[src/rtl/qs_pkg.sv]
// qs_pkg: shared types and constants for the quicksort loader.
// Latency: none (declarations only).
// Backpressure: n/a.
package qs_pkg;

  // Loader frame sequencing states.
  typedef enum logic [2:0] {
    IDLE  = 3'd0,
    LOAD  = 3'd1,
    SORT  = 3'd2,
    DONE  = 3'd3,
    DRAIN = 3'd4
  } state_t;

  localparam int DEF_ELEM_W   = 4;
  localparam int DEF_IDX_W    = 4;
  // Idle cycles the sorter needs after array_valid falls before a new frame.
  localparam int DRAIN_CYCLES = 2;

  // Lowest bit of element slot k; element 0 sits at the MSB end.
  function automatic int slot_lsb(input int k, input int arr_width, input int elem_w);
    return (arr_width - 1 - k) * elem_w;
  endfunction

endpackage

[src/rtl/quicksort_loader_if.sv]
// quicksort_loader_if: element stream in, sorter handshake, result stream out.
// Latency: none (wiring only).
// Backpressure: in_ready / res_ready valid-ready pairs.
interface quicksort_loader_if
  import qs_pkg::*;
#(
  parameter int ARR_WIDTH = 4,
  parameter int ELEM_W    = DEF_ELEM_W,
  parameter int IDX_W     = DEF_IDX_W
);
  logic [ELEM_W-1:0]           in_data;
  logic                        in_valid;
  logic                        in_last;
  logic                        in_ready;
  logic [ARR_WIDTH*ELEM_W-1:0] array_in;
  logic                        enable;
  logic [IDX_W-1:0]            lo_ind;
  logic [IDX_W-1:0]            hi_ind;
  logic                        array_valid;
  logic [ARR_WIDTH*ELEM_W-1:0] sorted_array;
  logic [ARR_WIDTH*ELEM_W-1:0] res_array;
  logic [IDX_W:0]              res_count;
  logic                        res_valid;
  logic                        res_ready;
  logic                        sort_err;

  // Loader side.
  modport slave (
    input  in_data, in_valid, in_last, array_valid, sorted_array, res_ready,
    output in_ready, array_in, enable, lo_ind, hi_ind, res_array, res_count, res_valid, sort_err
  );

  // Environment side: upstream feeder, sorter core and downstream consumer.
  modport master (
    output in_data, in_valid, in_last, array_valid, sorted_array, res_ready,
    input  in_ready, array_in, enable, lo_ind, hi_ind, res_array, res_count, res_valid, sort_err
  );
endinterface

[src/rtl/qs_frame_packer.sv]
// qs_frame_packer: counts accepted beats, drops each element into its slot, flags frame close.
// Latency: slot and count update on the clock after the beat; closed is combinational on the beat.
// Backpressure: none of its own; the caller only asserts beat when it is ready.
module qs_frame_packer
  import qs_pkg::*;
#(
  parameter int ARR_WIDTH = 4,
  parameter int ELEM_W    = DEF_ELEM_W,
  parameter int CNT_W     = DEF_IDX_W + 1
) (
  input  logic                        clock,
  input  logic                        reset,
  input  logic                        clear,
  input  logic                        beat,
  input  logic [ELEM_W-1:0]           data,
  input  logic                        last,
  output logic [CNT_W-1:0]            count,
  output logic                        closed,
  output logic [ARR_WIDTH*ELEM_W-1:0] word
);

  // Explicit last and the implicit full-frame beat collapse into one close.
  assign closed = beat && (last || (count == CNT_W'(ARR_WIDTH - 1)));

  // Slot insertion; unfilled slots stay all-ones so they sort to the end.
  always_ff @(posedge clock or negedge reset) begin
    if (!reset) begin
      count <= '0;
      word  <= '1;
    end else if (clear) begin
      count <= '0;
      word  <= '1;
    end else if (beat) begin
      for (int k = 0; k < ARR_WIDTH; k++) begin
        if (count == CNT_W'(k)) word[slot_lsb(k, ARR_WIDTH, ELEM_W) +: ELEM_W] <= data;
      end
      count <= count + 1'b1;
    end
  end

endmodule

[src/rtl/quicksort_loader.sv]
// quicksort_loader: packs a stream into a frame, runs the sorter, presents the sorted frame.
// Latency: closing beat -> enable 1 cycle; array_valid -> res_valid 1 cycle; single element -> res_valid 2 cycles.
// Backpressure: in_ready low from close until drain completes; res_valid held until res_ready.
// Optional: QS_LOADER_TIMEOUT_EN adds a SORT watchdog that returns the unsorted frame with sort_err.
module quicksort_loader
  import qs_pkg::*;
#(
  parameter int ARR_WIDTH      = 4,
  parameter int ELEM_W         = DEF_ELEM_W,
  parameter int IDX_W          = DEF_IDX_W,
  parameter int TIMEOUT_CYCLES = 256
) (
  input logic                clock,
  input logic                reset,
  quicksort_loader_if.slave  bus
);

  localparam int CNT_W = IDX_W + 1;
  localparam int DRN_W = $clog2(DRAIN_CYCLES + 1);

  state_t                      state, state_n;
  logic                        in_ready_q, enable_q, bypass, armed;
  logic [IDX_W-1:0]            hi_q;
  logic [CNT_W-1:0]            res_count_q, count;
  logic [ARR_WIDTH*ELEM_W-1:0] res_array_q, word;
  logic [DRN_W-1:0]            drain_cnt;
  logic                        beat, closed, clear, capture, copy_in;

`ifdef QS_LOADER_TIMEOUT_EN
  localparam int TMO_W = $clog2(TIMEOUT_CYCLES + 1);
  logic [TMO_W-1:0] tmo_cnt;
  logic             timeout, err_q;
`endif

  assign beat = bus.in_valid && in_ready_q;

  qs_frame_packer #(
    .ARR_WIDTH (ARR_WIDTH),
    .ELEM_W    (ELEM_W),
    .CNT_W     (CNT_W)
  ) u_packer (
    .clock  (clock),
    .reset  (reset),
    .clear  (clear),
    .beat   (beat),
    .data   (bus.in_data),
    .last   (bus.in_last),
    .count  (count),
    .closed (closed),
    .word   (word)
  );

  // Next-state and per-cycle strobes of the frame sequencer.
  always_comb begin
    state_n = state;
    clear   = 1'b0;
    capture = 1'b0;
    copy_in = 1'b0;
`ifdef QS_LOADER_TIMEOUT_EN
    timeout = 1'b0;
`endif
    case (state)
      IDLE, LOAD: state_n = closed ? SORT : LOAD;
      SORT: begin
        if (bypass) begin
          // One element is already sorted; the sorter is never asked.
          copy_in = 1'b1;
          state_n = DONE;
        end else if (armed && bus.array_valid) begin
          capture = 1'b1;
          state_n = DONE;
        end
`ifdef QS_LOADER_TIMEOUT_EN
        else if (tmo_cnt == TMO_W'(TIMEOUT_CYCLES - 1)) begin
          timeout = 1'b1;
          copy_in = 1'b1;
          state_n = DONE;
        end
`endif
      end
      DONE:  if (bus.res_ready) state_n = DRAIN;
      DRAIN: begin
        if (!bus.array_valid && (drain_cnt == DRN_W'(DRAIN_CYCLES))) begin
          clear   = 1'b1;
          state_n = IDLE;
        end
      end
      default: state_n = IDLE;
    endcase
  end

  // State register, registered handshake outputs and result capture.
  always_ff @(posedge clock or negedge reset) begin
    if (!reset) begin
      state       <= IDLE;
      in_ready_q  <= 1'b0;
      enable_q    <= 1'b0;
      bypass      <= 1'b0;
      armed       <= 1'b0;
      hi_q        <= '0;
      res_count_q <= '0;
      res_array_q <= '0;
      drain_cnt   <= '0;
    end else begin
      state      <= state_n;
      in_ready_q <= (state_n == IDLE) || (state_n == LOAD);
      // On the closing beat the bypass register is not yet updated, so decide from count.
      enable_q   <= (state_n == SORT) && !(closed ? (count == '0) : bypass);
      // A result is only trusted once enable has been seen high at a previous edge.
      armed      <= (state == SORT) && (state_n == SORT);
      if (closed) begin
        hi_q        <= count[IDX_W-1:0];
        res_count_q <= count + 1'b1;
        bypass      <= (count == '0);
      end
      if (capture)      res_array_q <= bus.sorted_array;
      else if (copy_in) res_array_q <= word;
      if ((state != DRAIN) || bus.array_valid) drain_cnt <= '0;
      else if (drain_cnt != DRN_W'(DRAIN_CYCLES)) drain_cnt <= drain_cnt + 1'b1;
    end
  end

`ifdef QS_LOADER_TIMEOUT_EN
  // Watchdog on the sorter; error flag lives until its frame is accepted.
  always_ff @(posedge clock or negedge reset) begin
    if (!reset) begin
      tmo_cnt <= '0;
      err_q   <= 1'b0;
    end else begin
      if ((state == SORT) && enable_q) tmo_cnt <= tmo_cnt + 1'b1;
      else                             tmo_cnt <= '0;
      if (timeout)                                 err_q <= 1'b1;
      else if ((state == DONE) && bus.res_ready)   err_q <= 1'b0;
    end
  end
  assign bus.sort_err = err_q;
`else
  assign bus.sort_err = 1'b0;
`endif

  assign bus.in_ready  = in_ready_q;
  assign bus.array_in  = word;
  assign bus.enable    = enable_q;
  assign bus.lo_ind    = '0;
  assign bus.hi_ind    = hi_q;
  assign bus.res_array = res_array_q;
  assign bus.res_count = res_count_q;
  assign bus.res_valid = (state == DONE);

endmodule

[src/flat_wrapper.sv]
// flat-port wrapper written by rule: the top's interface ports become plain ports
module quicksort_loader_flat import qs_pkg::*;
#(
  parameter int ARR_WIDTH      = 4,
  parameter int ELEM_W         = DEF_ELEM_W,
  parameter int IDX_W          = DEF_IDX_W,
  parameter int TIMEOUT_CYCLES = 256
)
  (clock, reset, bus_in_data, bus_in_valid, bus_in_last, bus_array_valid, bus_sorted_array, bus_res_ready, bus_in_ready, bus_array_in, bus_enable, bus_lo_ind, bus_hi_ind, bus_res_array, bus_res_count, bus_res_valid, bus_sort_err);
  quicksort_loader_if #(.ARR_WIDTH(ARR_WIDTH), .ELEM_W(ELEM_W), .IDX_W(IDX_W)) bus_i ();
  input logic clock;
  input logic reset;
  input wire logic [$bits(bus_i.in_data)-1:0] bus_in_data;
  input wire logic [$bits(bus_i.in_valid)-1:0] bus_in_valid;
  input wire logic [$bits(bus_i.in_last)-1:0] bus_in_last;
  input wire logic [$bits(bus_i.array_valid)-1:0] bus_array_valid;
  input wire logic [$bits(bus_i.sorted_array)-1:0] bus_sorted_array;
  input wire logic [$bits(bus_i.res_ready)-1:0] bus_res_ready;
  output wire logic [$bits(bus_i.in_ready)-1:0] bus_in_ready;
  output wire logic [$bits(bus_i.array_in)-1:0] bus_array_in;
  output wire logic [$bits(bus_i.enable)-1:0] bus_enable;
  output wire logic [$bits(bus_i.lo_ind)-1:0] bus_lo_ind;
  output wire logic [$bits(bus_i.hi_ind)-1:0] bus_hi_ind;
  output wire logic [$bits(bus_i.res_array)-1:0] bus_res_array;
  output wire logic [$bits(bus_i.res_count)-1:0] bus_res_count;
  output wire logic [$bits(bus_i.res_valid)-1:0] bus_res_valid;
  output wire logic [$bits(bus_i.sort_err)-1:0] bus_sort_err;
  assign bus_i.in_data = bus_in_data;
  assign bus_i.in_valid = bus_in_valid;
  assign bus_i.in_last = bus_in_last;
  assign bus_i.array_valid = bus_array_valid;
  assign bus_i.sorted_array = bus_sorted_array;
  assign bus_i.res_ready = bus_res_ready;
  assign bus_in_ready = bus_i.in_ready;
  assign bus_array_in = bus_i.array_in;
  assign bus_enable = bus_i.enable;
  assign bus_lo_ind = bus_i.lo_ind;
  assign bus_hi_ind = bus_i.hi_ind;
  assign bus_res_array = bus_i.res_array;
  assign bus_res_count = bus_i.res_count;
  assign bus_res_valid = bus_i.res_valid;
  assign bus_sort_err = bus_i.sort_err;
  quicksort_loader #(.ARR_WIDTH(ARR_WIDTH), .ELEM_W(ELEM_W), .IDX_W(IDX_W), .TIMEOUT_CYCLES(TIMEOUT_CYCLES)) u_core (.clock(clock), .reset(reset), .bus(bus_i));
endmodule
[config.mk]
export PLATFORM = sky130hd
export DESIGN_NAME = quicksort_loader_flat
export DESIGN_NICKNAME = d
export VERILOG_FILES = /design/src/rtl/qs_pkg.sv /design/src/rtl/quicksort_loader_if.sv /design/src/rtl/qs_frame_packer.sv /design/src/rtl/quicksort_loader.sv /design/src/flat_wrapper.sv
export SDC_FILE = /design/constraint.sdc
export NUM_CORES = 1
export LEC_CHECK = 0
export CAP_MARGIN = 20
export CORE_ASPECT_RATIO = 0.7
export CORE_MARGIN = 2
export CORE_UTILIZATION = 29
export DETAILED_ROUTE_END_ITERATION = 6
export PLACE_DENSITY = 0.61
export SETUP_SLACK_MARGIN = 0.3
export SLEW_MARGIN = 40
export SYNTH_ARGS = -nofsm -noshare
export SYNTH_HDL_FRONTEND = slang
export SYNTH_SLANG_ARGS = --single-unit
[constraint.sdc]
create_clock -name clock -period 4.9 [get_ports clock]
set_clock_uncertainty 0.2 [all_clocks]
set_input_delay 0.98 -clock clock [delete_from_list [all_inputs] [get_ports clock]]
set_output_delay 0.98 -clock clock [all_outputs]
set_load 0.05 [all_outputs]
==> run metrics, run 1 <==
leakage power figure 1.47 nW; critical setup path kind reg -> out; most frequent cells in the layout 68 x clkdlybuf4s50_1, 39 x dfrtp_1, 32 x mux2i_1, 31 x nor2_1, 22 x nand2_1; First DRT Iteration DRCs 91; Clock Power Share 0.125; Tot GR Track Use 0.128; total buffers and inverters traversed by the critical path 2; run status finished, final reports clean; routability congestion estimate from global placement 0.728; pin count of the biggest net entering global routing 56; startpoint class of the critical path flop; number of nets in the final layout 335; minimum period implied by the final worst setup slack 3030 ps; number of levels the H-tree was split into 2; antenna cells 0; Top FF cell, synth dfrtp_1; worst endpoint data arrival time 1850 ps; worst setup path start u_core.state[2]; sequential area share after synthesis 0.543; Worst Hold Endpoint u_core.bus.res_array[1]; Slew HR 0.533; fin cells 425; data required time at the worst endpoint 3720 ps; via count normalized by instance count 4.36; Internal Pwr Total 1.44 mW; CP cell instances nand3b_1, inv_1, clkdlybuf4s50_1; Final TNS setup 0 ps; net switching power 1.33 mW; Critical Path Stages 3; final-report setup violation count 0; Synth Instances 234; most common cell after layout, fill and taps aside clkdlybuf4s50_1; top-level I/O count 75; max frequency 330 MHz; synthesis-stage register bit count 55; worst setup slack for register-to-register paths 2560 ps; Wirelength per Cell 14.0 um; class of the tightest hold or removal check reg -> reg; antenna violations before repair 0; Port Buffer Count 69; Max Cap Violations 0; mean instance size in the synthesized netlist 11.0 sq um; total instance count after detailed placement 416; most area-consuming cells after synthesis dfrtp_1 38%, dfstp_2 16%, mux2i_1 12%, nor2_1 4.7%, a21oi_2 3.4%; post-cts hold buffer count 0; area fraction of the dominant cell type after synthesis 0.379; FFs w/ async S/R, synth 1.00; number of global-route vias before repair 1886; Power Dens Cells 784 mW/mm^2; number of cells on the worst reg-to-reg path 5; Crit path max-delay family buffers and inverters; area growth from synthesis to layout 37.2%; final hold slack 316 ps; Combinational Power Share 0.550; insertion delay to the later sink of the worst-skew pair 290 ps; worst hold start u_core.bus.res_array[1]; largest area contributor in the synthesized netlist dfrtp_1; master cell of the clock root buffer clkbuf_16; slowest stage cell on the critical path clkdlybuf4s50_1; period utilization 0.619; power share of the sequential group 0.325; antenna-violating nets left 0; startpoint of the lowest-slack register-to-register path u_core.u_packer.count[0]; Total Die Area 0.00966 sq mm; CTS Buffer Depth 2; switch share 0.479; row count 28; worst IR drop on VDD 326 uV; die width 117 um; CORE AREA 0.00855 sq mm; total wire length 5.94 mm; CP Max Fanout 6; Via Count 1855; fraction of layout instances using a drive strength above 1 0.157; Crit path largest cell delay 810 ps; number of buffers created by CTS 5; worst-margin pin slew 701 ps; Remaining DRCs 0; setup repair after global routing missed its margin false; die height 82.8 um; yosys synthesis warning count 0; count of endpoints failing hold in the final timing report 0; number of cells traversed by the worst hold path 2; post-synthesis cell type count 34; filler instances 875; starting density of the core 0.301; clock tree from TritonCTS done; wire length of the first global-routing pass 9.74 mm; half-perimeter wire length after detailed placement 4.34 mm; capturing point of the worst reg2reg path u_core.bus.enable; pins over their slew limit 0; cell area after synthesis 0.00257 sq mm; clock slew at reported path FFs 70 ps; setup repair bufs after CTS 0; number of clock sinks 55; Overflow after GRT 0; # resized after CTS 0; number of detailed-route iterations in the first pass 4; CP endpoint kind primary output; EDFF count, synth 0
-- synth_stat cells, drive strengths merged (2+ instances only) --
cell type,number
dfrtp,39
mux2i,32
nor2,32
a21oi,25
nand2,22
dfstp,16
buf,11
inv,7
nand3,6
ha,5
mux2,5
o21ai,5
xor2,4
nor3,3
or3,3
clkbuf,2
nand4,2
nor4,2
o31ai,2
or2,2
xnor2,2
-- cell type report --
| cell class | instances | area, sq um | area share |
|---|---|---|---|
| clock inverter | 2 | 12.5 | 0.00354 |
| timing repair buffer | 72 | 729 | 0.207 |
| inverter | 7 | 26.3 | 0.00744 |
| tap | 120 | 150 | 0.0425 |
| multi-input combinational | 163 | 1090 | 0.308 |
| clock buffer | 6 | 129 | 0.0365 |
| sequential | 55 | 1400 | 0.395 |
-- flip-flops by register name (all words and copies together) (netlist names) --
name / flops
u_core.bus.res_array: 16
u_core.u_packer.word: 16
u_core.bus.res_count: 5
u_core.u_packer.count: 5
u_core.bus.hi_ind: 4
u_core.state: 3
u_core.drain_cnt: 2
u_core.armed: 1
u_core.bus.enable: 1
u_core.bus.in_ready: 1
u_core.bypass: 1
-- kinds of logic after synthesis --
family | count (synthesis) | share of synthesized area
AOI/OAI and AO/OA | 34 | 0.0856
xor gates and xnor gates | 6 | 0.0204
adders and majority gates | 5 | 0.0243
buffers and inverters | 20 | 0.0433
DFF | 55 | 0.543
muxes | 37 | 0.146
other | 1 | 0.00146
and+or+nand+nor | 76 | 0.136
-- stage by stage --
step / utilization / worst slack, ps / cell area [sq um] / total power, mW
2_1_floorplan: - / 2420 / 2590 / 1.93
3_3_place_gp: 0.392 / 1680 / 3350 / 2.42
3_5_place_dp: 0.394 / 1680 / 3370 / 2.44
4_1_cts: 0.410 / 1860 / 3510 / 2.79
5_1_grt: 0.413 / 1790 / 3530 / 2.95
6_report: 0.413 / 1870 / 3530 / 2.77
-- power by group through the flow --
stage | sequential (mW) | clock (mW) | combinational (mW)
after floorplan | 1.48 | 0 | 0.448
after global placement | 0.910 | 0 | 1.51
after detailed placement | 0.911 | 0 | 1.53
after CTS | 0.906 | 0.356 | 1.53
after global routing | 0.945 | 0.376 | 1.63
final | 0.900 | 0.346 | 1.52
-- how the worst max path moves through the flow --
stage	endpoint	slack (ps)
2_1_floorplan	u_core.u_packer.word[10]	2420
3_3_place_gp	u_core.bus.res_array[4]	1680
3_5_place_dp	u_core.bus.enable	1680
4_1_cts	bus_res_valid	1860
5_1_grt	bus_res_valid	1790
6_report	bus_res_valid	1870
-- layer usage --
| layer | up-vias | part of all wire | global-route usage |
|---|---|---|---|
| li1 | 931 | - | - |
| met1 | 872 | 0.54 | 0.205 |
| met2 | 50 | 0.40 | 0.177 |
| met3 | 2 | 0.049 | 0.0321 |
| met4 | 0 | 0.0032 | 0.0225 |
| met5 | - | 0 | 0 |
-- tightest hold or removal path: stages (launching register included) --
cell and delay [ps]:
dfrtp_1 340, nor2_1 50, a21oi_2 80
Note: power is estimated with default switching activity, not from simulation.
==> inputs of run 2 (changes only) <==
Settings changed: PLACE_DENSITY 0.61 to 0.63.
Clock period 4.9 ns to 2.5 ns, I/O delays scaled along.
==> run 2 against run 1 <==
Final area grew 3.6%. Count of clock-buffer cells in the layout is 2 higher. Critical endpoint is now bus_hi_ind[0]. Clock power increased by 130%. Largest cell class unchanged. Non-clock buffer count up 8.
==> run metrics, run 2 (synthesis gave the netlist of run 1 again) <==
First DRT Iteration DRCs 33 (-64%); number of nets in the final layout 343 (+2.4%); number of detailed-route iterations in the first pass 4 (unchanged); placement-stage cell area 0.00346 sq mm (+2.9%); Remaining DRCs 0 (unchanged); Port Buffer Count 69 (unchanged); count of endpoints failing hold in the final timing report 0 (unchanged); antenna-violating nets left 0 (unchanged); Tot GR Track Use 0.135 (+0.00679); startpoint class of the critical path flop; number of global-route vias before repair 1918 (+1.7%); area growth from synthesis to layout 42.2%; top-level I/O count 75 (unchanged); switch share 0.476 (-0.00306); Power Dens Cells 1500 mW/mm^2 (+91%); CP endpoint kind primary output; fraction of layout instances using a drive strength above 1 0.188 (+0.0311); total wire length 6.07 mm (+2.2%); Combinational Power Share 0.531 (-0.019); half-perimeter wire length after detailed placement 4.45 mm (+2.4%); antenna cells 0 (unchanged); master cell of the clock root buffer clkbuf_16; leakage power figure 1.68 nW (+15%); row count 28 (unchanged); capturing point of the worst reg2reg path u_core.bus.enable; final-report setup violation count 0 (unchanged); wire length of the first global-routing pass 10.1 mm (+3.7%); starting density of the core 0.301 (unchanged); CORE AREA 0.00855 sq mm (unchanged); fin cells 433 (+1.9%); pre-CTS worst setup slack -7.37 ps (-1690 ps); CP cell instances clkdlybuf4s50_1; minimum period implied by the final worst setup slack 2150 ps; max frequency 465 MHz; critical setup path kind reg -> out; worst setup slack for register-to-register paths 420 ps (-2140 ps); startpoint of the lowest-slack register-to-register path u_core.u_packer.count[2]; setup repair after global routing missed its margin false; design area 0.00366 sq mm (+3.6%); Via Count 1908 (+2.9%); run status finished, final reports clean; setup repair bufs after CTS 0 (unchanged); post-cts hold buffer count 0 (unchanged); number of clock sinks 55 (unchanged); slowest stage cell on the critical path clkdlybuf4s50_1; pins over their slew limit 0 (unchanged); via count normalized by instance count 4.41 (+0.96%); die height 82.8 um (unchanged); Internal Pwr Total 2.88 mW (+99%); net switching power 2.61 mW (+97%); Slew HR 0.552 (+0.0195); Crit path largest cell delay 810 ps (about the same); number of buffers created by CTS 5 (unchanged); most common cell after layout, fill and taps aside clkdlybuf4s50_1; CTS Buffer Depth 2 (unchanged); die width 117 um (unchanged); worst-margin pin slew 672 ps (-29.2 ps); total buffers and inverters traversed by the critical path 1 (-1); filler instances 850 (-2.9%); number of cells on the worst reg-to-reg path 4 (-1); insertion delay to the later sink of the worst-skew pair 290 ps (about the same); routability congestion estimate from global placement 0.805 (+11%); class of the tightest hold or removal check in -> async; total instance count after detailed placement 425 (+2.2%); most frequent cells in the layout 40 x clkdlybuf4s50_1, 39 x dfrtp_1, 32 x mux2i_1, 31 x nor2_1, 22 x nand2_1; period utilization 0.861; Max Cap Violations 0 (unchanged); Overflow after GRT 0 (unchanged); Total Die Area 0.00966 sq mm (unchanged); power share of the sequential group 0.322 (-0.003); worst IR drop on VDD 545 uV (+67%); CP Max Fanout 2 (-4); final hold slack 40.1 ps (-276 ps); antenna violations before repair 0 (unchanged); Wirelength per Cell 14.0 um (+0.32%); clock tree from TritonCTS done; Crit path max-delay family buffers and inverters; Clock Power Share 0.146 (+0.021); clock slew at reported path FFs 70 ps (about the same); number of levels the H-tree was split into 2 (unchanged); crit path setup slack, layout 348 ps (-1520 ps); pin count of the biggest net entering global routing 30 (-46%); data required time at the worst endpoint 1800 ps (-1920 ps); worst endpoint data arrival time 1450 ps (-400 ps)
-- run 2: cell types whose count changed in the layout (fill, tap and decap cells not counted), sizes merged --
cell | previous run | this run
clkinv | 1 | 0
clkbuf | 7 | 8
clkinvlp | 1 | 0
buf | 3 | 13
dlymetal6s2s | 0 | 10
clkdlybuf4s50 | 68 | 40
dlygate4sd2 | 0 | 17
-- run 2: final cells by class --
class,instances,area (sq um),share of cell area
sequential,55,1400,0.382
clock buffer,8,179,0.0489
tap,120,150,0.0410
multi-input combinational,163,1100,0.301
timing repair buffer,80,807,0.221
inverter,7,26.3,0.00718
-- run 2: worst max-delay path by stage --
stage | start | end | slack (ps) | cells past startpoint
6_report | u_core.bus.hi_ind[0] | bus_hi_ind[0] | 350 | 1
5_1_grt | u_core.bus.res_array[12] | bus_res_array[12] | 300 | 1
4_1_cts | u_core.bus.res_count[1] | bus_res_count[1] | 320 | 1
3_5_place_dp | bus_array_valid | u_core.u_packer.word[5] | -7 | 4
3_3_place_gp | bus_array_valid | u_core.u_packer.word[5] | 30 | 4
2_1_floorplan | u_core.bus.in_ready | u_core.bus.res_count[1] | 390 | 4
-- run 2: power by group through the flow --
stage | logic, mW | registers (mW) | clock network, mW
finish | 2.92 | 1.77 | 0.803
global route | 3.12 | 1.84 | 0.874
global placement | 3.00 | 1.78 | 0
detailed placement | 3.03 | 1.79 | 0
floorplan | 0.879 | 2.91 | 0
CTS | 2.95 | 1.78 | 0.830
-- run 2: repair_timing --
action / in CTS / in global routing
resized for setup: 18 / 13
endpoints found under the setup margin: 26 / 32
endpoints found under the hold margin: 0 / 0
-- run 2: metal layers --
| layer | global-route usage | vias to the layer above | wire, um |
|---|---|---|---|
| met2 | 0.189 | 52 | 2530 |
| met5 | 0 | - | 0 |
| li1 | - | 944 | - |
| met3 | 0.0358 | 6 | 326 |
| met1 | 0.204 | 906 | 3140 |
| met4 | 0.0417 | 0 | 70 |
-- run 2: through the flow --
step	TNS, ps	utilization	power [mW]
global placement	0	0.405	4.78
detailed placement	-16.1	0.405	4.82
global route	0	0.428	5.84
floorplan	0	-	3.79
finish	0	0.428	5.49
CTS	0	0.424	5.56
==> inputs of run 3 (changes only) <==
==> constraint.sdc (replaced) <==
create_clock -name clock -period 2.5 [get_ports clock]
set_clock_uncertainty 0.2 [all_clocks]
set_input_delay 0.25 -clock clock [delete_from_list [all_inputs] [get_ports clock]]
set_output_delay 0.25 -clock clock [all_outputs]
set_load 0.05 [all_outputs]
==> run 3 against run 2 <==
Utilization down 1.2 points. Flip-flop and latch count unchanged. Count of clock-buffer cells in the layout unchanged. Routed wire length down 3.7%. Register-to-register slack better by 30 ps. Largest cell class unchanged.
==> run metrics, run 3 (synthesis gave the netlist of run 1 again) <==
minimum period implied by the final worst setup slack 2120 ps (-28.5 ps); routability congestion estimate from global placement 0.777 (-3.5%); antenna cells 0 (unchanged); pins over their slew limit 0 (unchanged); Final TNS setup 0 ps (unchanged); Remaining DRCs 0 (unchanged); Internal Pwr Total 2.88 mW (+0.19%); net switching power 2.60 mW (-0.66%); CORE AREA 0.00855 sq mm (unchanged); number of global-route vias before repair 1834 (-4.4%); Tot GR Track Use 0.128 (-0.00728); number of clock sinks 55 (unchanged); class of the tightest hold or removal check in -> async; Crit path largest cell delay 810 ps (about the same); max frequency 471 MHz (+1.3%); fin cells 429 (-0.92%); First DRT Iteration DRCs 106 (+220%); die height 82.8 um (unchanged); antenna violations before repair 0 (unchanged); number of detailed-route iterations in the first pass 4 (unchanged); Power Dens Cells 1540 mW/mm^2 (+2.7%); run status finished, final reports clean; top-level I/O count 75 (unchanged); number of nets in the final layout 339 (-1.2%); via count normalized by instance count 4.35 (-1.2%); most frequent cells in the layout 67 x clkdlybuf4s50_1, 39 x dfrtp_1, 32 x mux2i_1, 31 x nor2_1, 22 x nand2_1; startpoint class of the critical path flop; Slew HR 0.635 (+0.0825); area growth from synthesis to layout 38.2%; count of endpoints failing hold in the final timing report 0 (unchanged); CP endpoint kind primary output; pin count of the biggest net entering global routing 34 (+13%); CTS Buffer Depth 2 (unchanged); Clock Power Share 0.134 (-0.012); data required time at the worst endpoint 2050 ps (+250 ps); half-perimeter wire length after detailed placement 4.39 mm (-1.2%); leakage power figure 1.49 nW (-11%); final-report setup violation count 0 (unchanged); Combinational Power Share 0.544 (+0.013); CP cell instances clkdlybuf4s50_1; wire length of the first global-routing pass 9.75 mm (-3.4%); insertion delay to the later sink of the worst-skew pair 290 ps (about the same); antenna-violating nets left 0 (unchanged); master cell of the clock root buffer clkbuf_16; Total Die Area 0.00966 sq mm (unchanged); starting density of the core 0.301 (unchanged); number of levels the H-tree was split into 2 (unchanged); row count 28 (unchanged); critical setup path kind reg -> out; Via Count 1867 (-2.1%); clock tree from TritonCTS done; clock slew at reported path FFs 70 ps (about the same); worst endpoint data arrival time 1670 ps (+220 ps); fraction of layout instances using a drive strength above 1 0.165 (-0.0234); total buffers and inverters traversed by the critical path 1 (unchanged); Wirelength per Cell 13.6 um (-2.8%); total instance count after detailed placement 420 (-1.2%); switch share 0.474 (-0.00213); Max Cap Violations 0 (unchanged); period utilization 0.849 (-0.0114); power share of the sequential group 0.322 (about the same); setup repair after global routing missed its margin false; total wire length 5.85 mm (-3.7%); filler instances 865 (+1.8%); Crit path max-delay family buffers and inverters; Overflow after GRT 0 (unchanged); die width 117 um (unchanged); CP Max Fanout 3 (+1); worst IR drop on VDD 778 uV (+43%); worst-margin pin slew 548 ps (-124 ps); multi-input gate area in the final layout 0.00109 sq mm (-1.1%); Port Buffer Count 69 (unchanged); sequential cell area 0.00140 sq mm (unchanged); number of buffers created by CTS 5 (unchanged); most common cell after layout, fill and taps aside clkdlybuf4s50_1; slowest stage cell on the critical path clkdlybuf4s50_1
## run 3: cell count changes in the layout (fill, tap and decap cells not counted), sizes merged
cell           delta
buf               -6
clkdlybuf4s50    +27
dlygate4sd2      -16
dlygate4sd3       +1
dlymetal6s2s     -10
## run 3: path summary, 6_finish.rpt
check / startpoint / end / slack, ps / cells past startpoint
max in group asynchronous: reset / u_core.u_packer.word[5] / 1130 / 3
setup reg to reg: u_core.u_packer.count[0] / u_core.bus.hi_ind[1] / 450 / 5
hold reg to reg: u_core.bus.res_array[5] / u_core.bus.res_array[5] / 320 / 2
min in group clock: u_core.bus.res_array[5] / u_core.bus.res_array[5] / 320 / 2
setup / recovery: u_core.u_packer.word[10] / bus_array_in[10] / 380 / 1
hold / removal: reset / u_core.bus.hi_ind[0] / 280 / 2
## run 3: cell type report
type,count,share of cell area
clock buffer,8,0.0440
inverter,7,0.00739
multi-input combinational,163,0.306
sequential,55,0.393
tap,120,0.0422
timing repair buffer,76,0.208
## run 3: repair_timing
item / 4_1_cts / 5_1_grt
hold buffers: 1 / 0
endpoints found under the setup margin: 1 / 0
buffers inserted: 0 / 0
endpoints found under the hold margin: 16 / 0
resized for setup: 1 / 0
## run 3: power groups by stage
stage	Clock (mW)	Combinational [mW]	Sequential (mW)
2_1_floorplan	0	0.879	2.91
3_3_place_gp	0	2.97	1.78
3_5_place_dp	0	3.00	1.78
4_1_cts	0.750	3.01	1.77
5_1_grt	0.796	3.18	1.84
6_report	0.733	2.98	1.76
## run 3: per-stage QoR
stage | hold slack (ps) | util | instance area, sq um | power [mW] | setup WS (ps)
detailed placement | 65.2 | 0.397 | 3390 | 4.78 | 242
global placement | 62.5 | 0.397 | 3390 | 4.75 | 274
CTS | 303 | 0.416 | 3560 | 5.54 | 368
global route | 333 | 0.416 | 3560 | 5.82 | 327
floorplan | -246 | - | 2590 | 3.79 | 388
finish | 281 | 0.416 | 3560 | 5.48 | 376
## run 3: routing by layer
layer / track usage / wire length [um] / share of wire
met5: 0 / 0 / 0
met4: 0.0289 / 31 / 0.0053
met3: 0.0380 / 376 / 0.064
met2: 0.173 / 2350 / 0.40
met1: 0.199 / 3090 / 0.53
